File: src/rtl/ariane_pkg.sv
// Shared core constants and helpers used by the renamer and the commit-side tracker.
package ariane_pkg;

    localparam int unsigned NR_COMMIT_PORTS = 2;
    localparam int unsigned RENAME_NAME_W   = 6;

    // GPR x0 lives under both name-bit values (0x00 and 0x20) and never has a tracked writer.
    function automatic logic is_zero_name(input logic [RENAME_NAME_W-1:0] name, input logic fpr);
        return !fpr && ((name == 6'h00) || (name == 6'h20));
    endfunction

endpackage

File: src/rtl/rename_cnt_cell.sv
// One in-flight writer counter: q + inc - dec, clamped to [0, 2^CNT_W-1], with flush.
module rename_cnt_cell #(
    parameter int unsigned CNT_W = 2,
    parameter int unsigned DEC_W = 2
) (
    input  logic             clk_i,
    input  logic             rst_ni,
    input  logic             flush_i,
    input  logic             inc_i,
    input  logic [DEC_W-1:0] dec_i,
    output logic             is_max_o,
    output logic             is_zero_o,
    output logic             underflow_o
);

    localparam int unsigned SUM_W = ((CNT_W > DEC_W) ? CNT_W : DEC_W) + 2;
    localparam logic [SUM_W-1:0] MAX_V = {{(SUM_W-CNT_W){1'b0}}, {CNT_W{1'b1}}};

    logic [CNT_W-1:0] r_cnt;
    logic [SUM_W-1:0] w_sum;
    logic [SUM_W-1:0] w_diff;
    logic [CNT_W-1:0] w_next;
    logic             w_uf;

    always_comb begin
        w_sum  = SUM_W'(r_cnt) + SUM_W'(inc_i);
        w_diff = w_sum - SUM_W'(dec_i);
        w_uf   = w_sum < SUM_W'(dec_i);
        w_next = w_diff[CNT_W-1:0];
        if (w_uf) begin
            w_next = '0;
        end else if (w_diff > MAX_V) begin
            w_next = '1;
        end
    end

    always_ff @(posedge clk_i or negedge rst_ni) begin
        if (!rst_ni) begin
            r_cnt <= '0;
        end else if (flush_i) begin
            r_cnt <= '0;
        end else begin
            r_cnt <= w_next;
        end
    end

    // Flush discards the commit, so a flushed underflow is not reported.
    assign underflow_o = w_uf && !flush_i;
    assign is_max_o    = (r_cnt == '1);
    assign is_zero_o   = (r_cnt == '0);

endmodule

File: src/rtl/rename_commit_tracker.sv
// Per-name in-flight writer tracking: issue increments, commit decrements, busy/stall lookup.
module rename_commit_tracker
    import ariane_pkg::*;
#(
    parameter int unsigned NR_COMMIT_PORTS = ariane_pkg::NR_COMMIT_PORTS,
    parameter int unsigned CNT_W           = 2
) (
    input  logic                                          clk_i,
    input  logic                                          rst_ni,
    input  logic                                          flush_i,
    input  logic                                          issue_valid_i,
    input  logic [RENAME_NAME_W-1:0]                      issue_rd_i,
    input  logic                                          issue_rd_fpr_i,
    output logic                                          issue_stall_o,
    input  logic [NR_COMMIT_PORTS-1:0]                    commit_valid_i,
    input  logic [NR_COMMIT_PORTS-1:0][RENAME_NAME_W-1:0] commit_rd_i,
    input  logic [NR_COMMIT_PORTS-1:0]                    commit_fpr_i,
    input  logic [2:0][RENAME_NAME_W-1:0]                 rs_name_i,
    input  logic [2:0]                                    rs_fpr_i,
    output logic [2:0]                                    rs_busy_o,
    output logic                                          underflow_o
);

    localparam int unsigned N_ENTRIES = 2 ** (RENAME_NAME_W + 1);
    localparam int unsigned DEC_W     = $clog2(NR_COMMIT_PORTS + 1);

    logic [N_ENTRIES-1:0] w_is_max;
    logic [N_ENTRIES-1:0] w_is_zero;
    logic [N_ENTRIES-1:0] w_uf;
    logic                 r_underflow;

    for (genvar e = 0; e < N_ENTRIES; e++) begin : g_entry
        localparam logic [RENAME_NAME_W:0] IDX = (RENAME_NAME_W + 1)'(e);
        if (is_zero_name(IDX[RENAME_NAME_W-1:0], IDX[RENAME_NAME_W])) begin : g_x0
            assign w_is_max[e]  = 1'b0;
            assign w_is_zero[e] = 1'b1;
            assign w_uf[e]      = 1'b0;
        end else begin : g_cnt
            logic             w_inc;
            logic [DEC_W-1:0] w_dec;

            always_comb begin
                w_inc = issue_valid_i && ({issue_rd_fpr_i, issue_rd_i} == IDX);
                w_dec = '0;
                for (int unsigned p = 0; p < NR_COMMIT_PORTS; p++) begin
                    if (commit_valid_i[p] && ({commit_fpr_i[p], commit_rd_i[p]} == IDX)) begin
                        w_dec = w_dec + DEC_W'(1);
                    end
                end
            end

            rename_cnt_cell #(
                .CNT_W (CNT_W),
                .DEC_W (DEC_W)
            ) u_cell (
                .clk_i       (clk_i),
                .rst_ni      (rst_ni),
                .flush_i     (flush_i),
                .inc_i       (w_inc),
                .dec_i       (w_dec),
                .is_max_o    (w_is_max[e]),
                .is_zero_o   (w_is_zero[e]),
                .underflow_o (w_uf[e])
            );
        end
    end

    always_ff @(posedge clk_i or negedge rst_ni) begin
        if (!rst_ni) begin
            r_underflow <= 1'b0;
        end else begin
            r_underflow <= r_underflow | (|w_uf);
        end
    end

    always_comb begin
        issue_stall_o = w_is_max[{issue_rd_fpr_i, issue_rd_i}];
        for (int unsigned i = 0; i < 3; i++) begin
            rs_busy_o[i] = !w_is_zero[{rs_fpr_i[i], rs_name_i[i]}];
        end
    end

    assign underflow_o = r_underflow;

    a_no_issue_when_stalled : assert property (
        @(posedge clk_i) disable iff (!rst_ni || flush_i) !(issue_valid_i && issue_stall_o));

endmodule
File: config.mk
export PLATFORM = sky130hd
export DESIGN_NAME = rename_commit_tracker
export DESIGN_NICKNAME = d
export VERILOG_FILES = /design/src/rtl/ariane_pkg.sv /design/src/rtl/rename_cnt_cell.sv /design/src/rtl/rename_commit_tracker.sv
export SDC_FILE = /design/constraint.sdc
export NUM_CORES = 2
export LEC_CHECK = 0
export BUFFER_PORTS_ARGS = -buffer_cell sky130_fd_sc_hd__buf_4
export CORE_MARGIN = 3
export CORE_UTILIZATION = 60
export DETAILED_ROUTE_END_ITERATION = 6
export MAX_ROUTING_LAYER = met4
export PLACE_DENSITY_LB_ADDON = 0.3
export SYNTH_ARGS = -nofsm -noshare
export SYNTH_HDL_FRONTEND = slang
export SYNTH_SLANG_ARGS = --single-unit
File: constraint.sdc
create_clock -name clk_i -period 3.5 [get_ports clk_i]
set_input_delay 0.35 -clock clk_i [delete_from_list [all_inputs] [get_ports clk_i]]
set_output_delay 0.35 -clock clk_i [all_outputs]
set_load 0.1 [all_outputs]
-- Yosys cells after proc, flatten, opt, wreduce, memory -nomap -nowiden
Cells that the tools add are included.
- bits in latches: 0
- word-level logic and storage cells: 2539
- memory bits (writable): 0
- output and inout port bits: 5
- memories: 0
- bits of input ports: 48
- flip-flop bits (word level): 253
- ROM bits: 0
- mux-type cells: 638
- shift operators: 0
- div/mod/pow operators: 0
- add/sub/neg operators: 378
- bitwise logic cells: 1
- reduce and logical (&&, ||, !) cells: 635
- order comparisons: 256
- equal/unequal tests: 504
- multipliers: 0
- operators by type and width (kind ; count):
    7-bit equality test, second input constant ; 192
    2-bit two-way mux ; 504
    7-bit by 6-bit equality test with 1-bit output, second input constant ; 93
    4-bit by 2-bit greater-than comparator with 1-bit output, second input constant ; 126
    1-bit logical AND ; 504
    4-bit by 2-bit less-than comparator with 1-bit output ; 126
    4-bit by 2-bit subtractor with 4-bit output ; 126
    2-bit by 1-bit adder with 3-bit output ; 126
    7-bit by 5-bit equality test with 1-bit output, second input constant ; 48
    2-bit by 1-bit adder with 2-bit output, second input constant ; 126
    2-bit equality test, second input constant ; 126
    2-bit zero test ; 126
    7-bit by 4-bit equality test with 1-bit output, second input constant ; 24
    1-bit two-way mux ; 130
    126-bit OR reduction ; 1
    7-bit by 3-bit equality test with 1-bit output, second input constant ; 12
    7-bit by 2-bit equality test with 1-bit output, second input constant ; 6
    7-bit by 8-bit less-than comparator with 1-bit output, second input constant ; 4
    1-bit binary-select mux with 7-bit select ; 4
    7-bit by 1-bit equality test with 1-bit output, second input constant ; 3
    1-bit zero test ; 4
    1-bit OR ; 1

-- Longest topological paths before layout
- depth after elaboration: 10
- depth in mapped cells: 18

-- Modules after synthesis
A second synthesis with hierarchy kept.
- cell total of the unflattened synthesis: 3875
- area total of the unflattened synthesis: 35769.3 um^2
- modules (own cells, without submodules) (module ; area an instance (um^2) ; sequential area each (um^2) ; cells each ; times used):
    rename_cnt_cell ; 216.5 ; 50.0 ; 22 ; 126
    rename_commit_tracker ; 8495.6 ; 25.0 ; 1103 ; 1

-- Worst setup path before layout
Ideal clock, no wire load.
- path type: in2out
- start: input port rs_name_i[8] (netlist bit)
- end: output port rs_busy_o[1]
- data arrival time: 3.925 ns
- stages: 9
- required time: 3.150 ns
- path buffers: 2
- path slack: -0.775 ns
- path through: buf_2 -> inv_2 -> buf_2 -> mux4_2 -> mux2i_1 -> nand3_1 -> nand4_1 -> o21ai_1 -> a211oi_1
- word-level cells in the longest chain between the ends: 3
- RTL lines (item ; line ; text):
    start, declared ; rename_commit_tracker.sv:18 ; input logic [2:0][RENAME_NAME_W-1:0] rs_name_i,
    1-bit binary-select mux with 7-bit select ; rename_commit_tracker.sv:79 ; rs_busy_o[i] = !w_is_zero[{rs_fpr_i[i], rs_name_i[i]}];
    1-bit two-way mux (not written as such) ; rename_commit_tracker.sv:79 ;
    1-bit zero test ; rename_commit_tracker.sv:79 ;
    end, declared ; rename_commit_tracker.sv:20 ; output logic [2:0] rs_busy_o,
No other way between the ends. The select of a mux whose other input is x is not followed.

-- Worst setup path after layout
- start: register g_entry[91].g_cnt.u_cell.r_cnt[1]
- end: output port rs_busy_o[0]
- word-level cells in the longest chain between the ends: 4
- RTL lines (item ; line ; text):
    start, declared ; rename_cnt_cell.sv:19 ; logic [CNT_W-1:0] r_cnt;
    start signal, assigned ; rename_cnt_cell.sv:43 ; r_cnt <= w_next;
    2-bit zero test ; rename_cnt_cell.sv:50 ; assign is_zero_o = (r_cnt == '0);
    1-bit binary-select mux with 7-bit select ; rename_commit_tracker.sv:79 ;
    1-bit two-way mux (not written as such) ; rename_commit_tracker.sv:79 ;
    1-bit zero test ; rename_commit_tracker.sv:79 ;
No other way between the ends. The select of a mux whose other input is x is not followed.

==> impl_metrics.tcl <==
set metrics [dict create \
    outcome "finished, violations left" \
    failed_checks "design-rule violations, negative setup slack" \
    synth_common_cells "sky130_fd_sc_hd__ha_1 (630), sky130_fd_sc_hd__nor2_1 (562), sky130_fd_sc_hd__inv_1 (511)" \
    layout-drive-gt1-share_pct 22.61 \
    placement_rows 85 \
    slowest_delay_ns 0.54 \
    ys_seq_elements 253 \
    fin_crit_ns 3.527 \
    highest_clock_frequency_the_design_can_meet_mhz 283.6 \
    netlist_top_cells_area "sky130_fd_sc_hd__ha_1 (24%), sky130_fd_sc_hd__dfrtp_1 (19%), sky130_fd_sc_hd__fa_1 (15%), sky130_fd_sc_hd__a211oi_1 (6.9%), sky130_fd_sc_hd__nor2_1 (6.4%)" \
    final_cell_count_no_fill 4964 \
    number_of_buffers_inserted_during_clock_tree_synthesis 38 \
    cp_max_fo 4 \
    first_global_vias 32540 \
    critical_path.reg2reg.startpoint "g_entry[13].g_cnt.u_cell.r_cnt[0]" \
    post_synth_design_cell_area_mm2 0.03293 \
    placement.io_buffers 52 \
    dr.first_iter.drc_count 4164 \
    placed_cells_incl_taps 4887 \
    setup-violations-final 1 \
    clock-skew-final_ns 0.02109 \
    setup_ws_post_layout_ns -0.02668 \
    asyncSetResetFlopFracSynth_pct 100.0 \
    synth.largest_area_cell "sky130_fd_sc_hd__ha_1" \
    tritoncts "done" \
    fin_nets 5166 \
    critical_path.endpoint_type "primary output" \
    report.final.hold_viol_count 0 \
    synth_edf_count 0 \
    syn-mean-instance-area_um2 9.099 \
    worstReg2RegEnd "underflow_o" \
    placedInstanceArea_mm2 0.03914 \
    post_synthesis_cell_count 3619 \
    critPathArrivalTime_ns 3.18 \
    core-area_mm2 0.05403 \
    slowest_stage "sky130_fd_sc_hd__mux4_1" \
    floorplan.die_area_mm2 0.05773 \
    leakagePower_nw 18.81 \
    clk-insertion-delay-late_ns 0.60 \
    avg_vias_per_cell 6.521 \
    ys_seq_area_share_pct 19.23 \
    route.detailed.wl_per_inst_um 27.20 \
    post_synthesis_net_count 4549 \
    worstSetupPathType "register to primary output" \
    crit_required_ns 3.15 \
    worst_path_dominant_cell_family "multiplexers" \
    top_level_ports 53 \
    chipWidth_um 240.3 \
    floorplan.initialDensity_pct 60.95 \
    grt_start_max_net_pins 114 \
    number_of_optimization_iterations_in_the_first_detailed_route_pass 7 \
    critical_path_buf_inv_count 1 \
    share_of_the_synthesized_area_in_the_top_cell_type_pct 23.94 \
    power.ir.vdd_worst_uv 424.9 \
    final_worst_path_cycle_share_pct 100.8 \
    cts.sinks 253 \
    routed_wirelength_um 135000 \
    synthMostInstantiatedCell "sky130_fd_sc_hd__ha_1" \
    tightestPinTransition_ns 0.8734 \
    pd_cells_mw_per_mm2 312.1 \
    dr_total_vias 32370 \
    rr_worst_depth 11 \
    clk_pin_slew_ns 0.06 \
    design_power_total_mw 12.85 \
    overflow_left_after_global_routing 0 \
    drt.antenna.violating_nets 0 \
    layout-area-overhead-vs-synth_pct 25.00 \
    max-slew-margin-rel_pct 41.77 \
    ys.warnings.count 0 \
    cap_viol_max_count 0 \
    holdCritPathClass "input port to asynchronous set/reset pin" \
    die_height_um 240.3 \
    fin_area_mm2 0.04116 \
    report.final.slew_viol_count 0 \
    globalRouteTotalUtil_pct 48.40 \
    place.gp.congestion 1.152 \
    cts_root_buffer "sky130_fd_sc_hd__clkbuf_16" \
    grt_first_pass_wirelength_um 198200 \
    htree_num_levels 2 \
    clock_path_buffers 3 \
    grt_antenna_before_repair 6 \
    regToRegSetupSlack_ns 0.18 \
    path_cells "nor2_1 > mux4_1 > mux2_2 > nand4_1 > o311ai_1 > nand2_1 > and3_1 > buf_4" \
    detailed_place_hpwl_um 107300 \
    drcViolationCount 10 \
    netlist-cell-type-count 64 \
    crit_path_start_kind "register" \
    yosys_most_used_dff "sky130_fd_sc_hd__dfrtp_1" \
    rsz0062_at_grt "yes" \
]
worst max path at each step:
stage,slack [ns],endpoint,cells past startpoint,start
after floorplan,0.0007,underflow_o,17,issue_rd_i[0]
after global placement,-1.17,underflow_o,18,issue_rd_i[3]
after detailed placement,-1.24,underflow_o,18,issue_rd_i[3]
after CTS,-0.04,underflow_o,19,issue_rd_i[4]
after global routing,-0.09,underflow_o,18,commit_valid_i[0]
final,-0.03,rs_busy_o[0],8,g_entry[91].g_cnt.u_cell.r_cnt[1]
per-layer routing:
layer  GRT usage [%]  vias up  share of wire, %
met5               -        -                 0
met4           34.75        0               9.4
met3           16.60      762                14
met2           69.08     2236                42
met1           56.98    15430                35
li1                -    13940                 -
cell type report:
cell class	count	area (um^2)
fillers	3757	12860
well taps	696	870.8
multi-input cells	2708	24700
clock inverters	9	151.4
clock buffers	54	1112
diodes	9	22.52
inverters	516	1941
repair buffers	719	6035
flip-flops and latches	253	6332
report_power, final:
| part | internal (mW) | total [mW] | leakage [nW] | switching [mW] |
|---|---|---|---|---|
| clock | 2.49 | 4.11 | 0.619 | 1.63 |
| sequential | 3.39 | 4.11 | 3.43 | 0.718 |
| combinational | 1.96 | 4.62 | 14.8 | 2.66 |
| total | 7.84 | 12.8 | 18.8 | 5.00 |
timing repair:
item,4_1_cts,5_1_grt
setup buffers,2,3
pin swaps,7,19
hold buffers,1,0
endpoints found under the setup margin,3,5
gates resized for setup,35,130
endpoints found under the hold margin,56,0
flip-flops by register name, indices dropped and copies added, names as in the netlist:
signal and count:
g_entry.g_cnt.u_cell.r_cnt 252, underflow_o 1
per-stage QoR:
| stage | hold WS (ns) | worst slack, ns | utilization [%] | TNS, ns |
|---|---|---|---|---|
| CTS | 0.3368 | -0.03597 | 75.14 | -0.03597 |
| global route | 0.3491 | -0.08889 | 76.17 | -0.08889 |
| global placement | 0.3419 | -1.173 | 72.45 | -1.173 |
| detailed placement | 0.3401 | -1.240 | 72.45 | -1.240 |
| finish | 0.2986 | -0.02668 | 76.19 | -0.02668 |
| floorplan | 0.05441 | 0.0006708 | - | 0 |
cell families (layout without fill, tap and decap cells):
| logic type | count (synthesis) | in the layout | synth area share [%] |
|---|---|---|---|
| and+or+nand+nor | 1123 | 1123 | 15.87 |
| adders and majority gates | 882 | 882 | 39.26 |
| buffers and inverters | 658 | 1298 | 7.827 |
| AOI/OAI and AO/OA | 636 | 636 | 13.42 |
| DFF | 253 | 253 | 19.23 |
| muxes | 67 | 67 | 4.404 |
| other | 0 | 9 | 0 |
placed cells by master (no fill, tap or decap), drive strengths merged, types with 43 or more instances in the layout:
cell	count
buf	718
ha	630
nor2	563
inv	516
a211oi	302
dfrtp	253
fa	252
nand2	130
a21oi	103
nor3	96
nand3	78
nor3b	75
o21a	70
nor2b	68
o21ai	62
mux4	59
clkbuf	54
nor4	43
(Power assumes the default switching activity.)
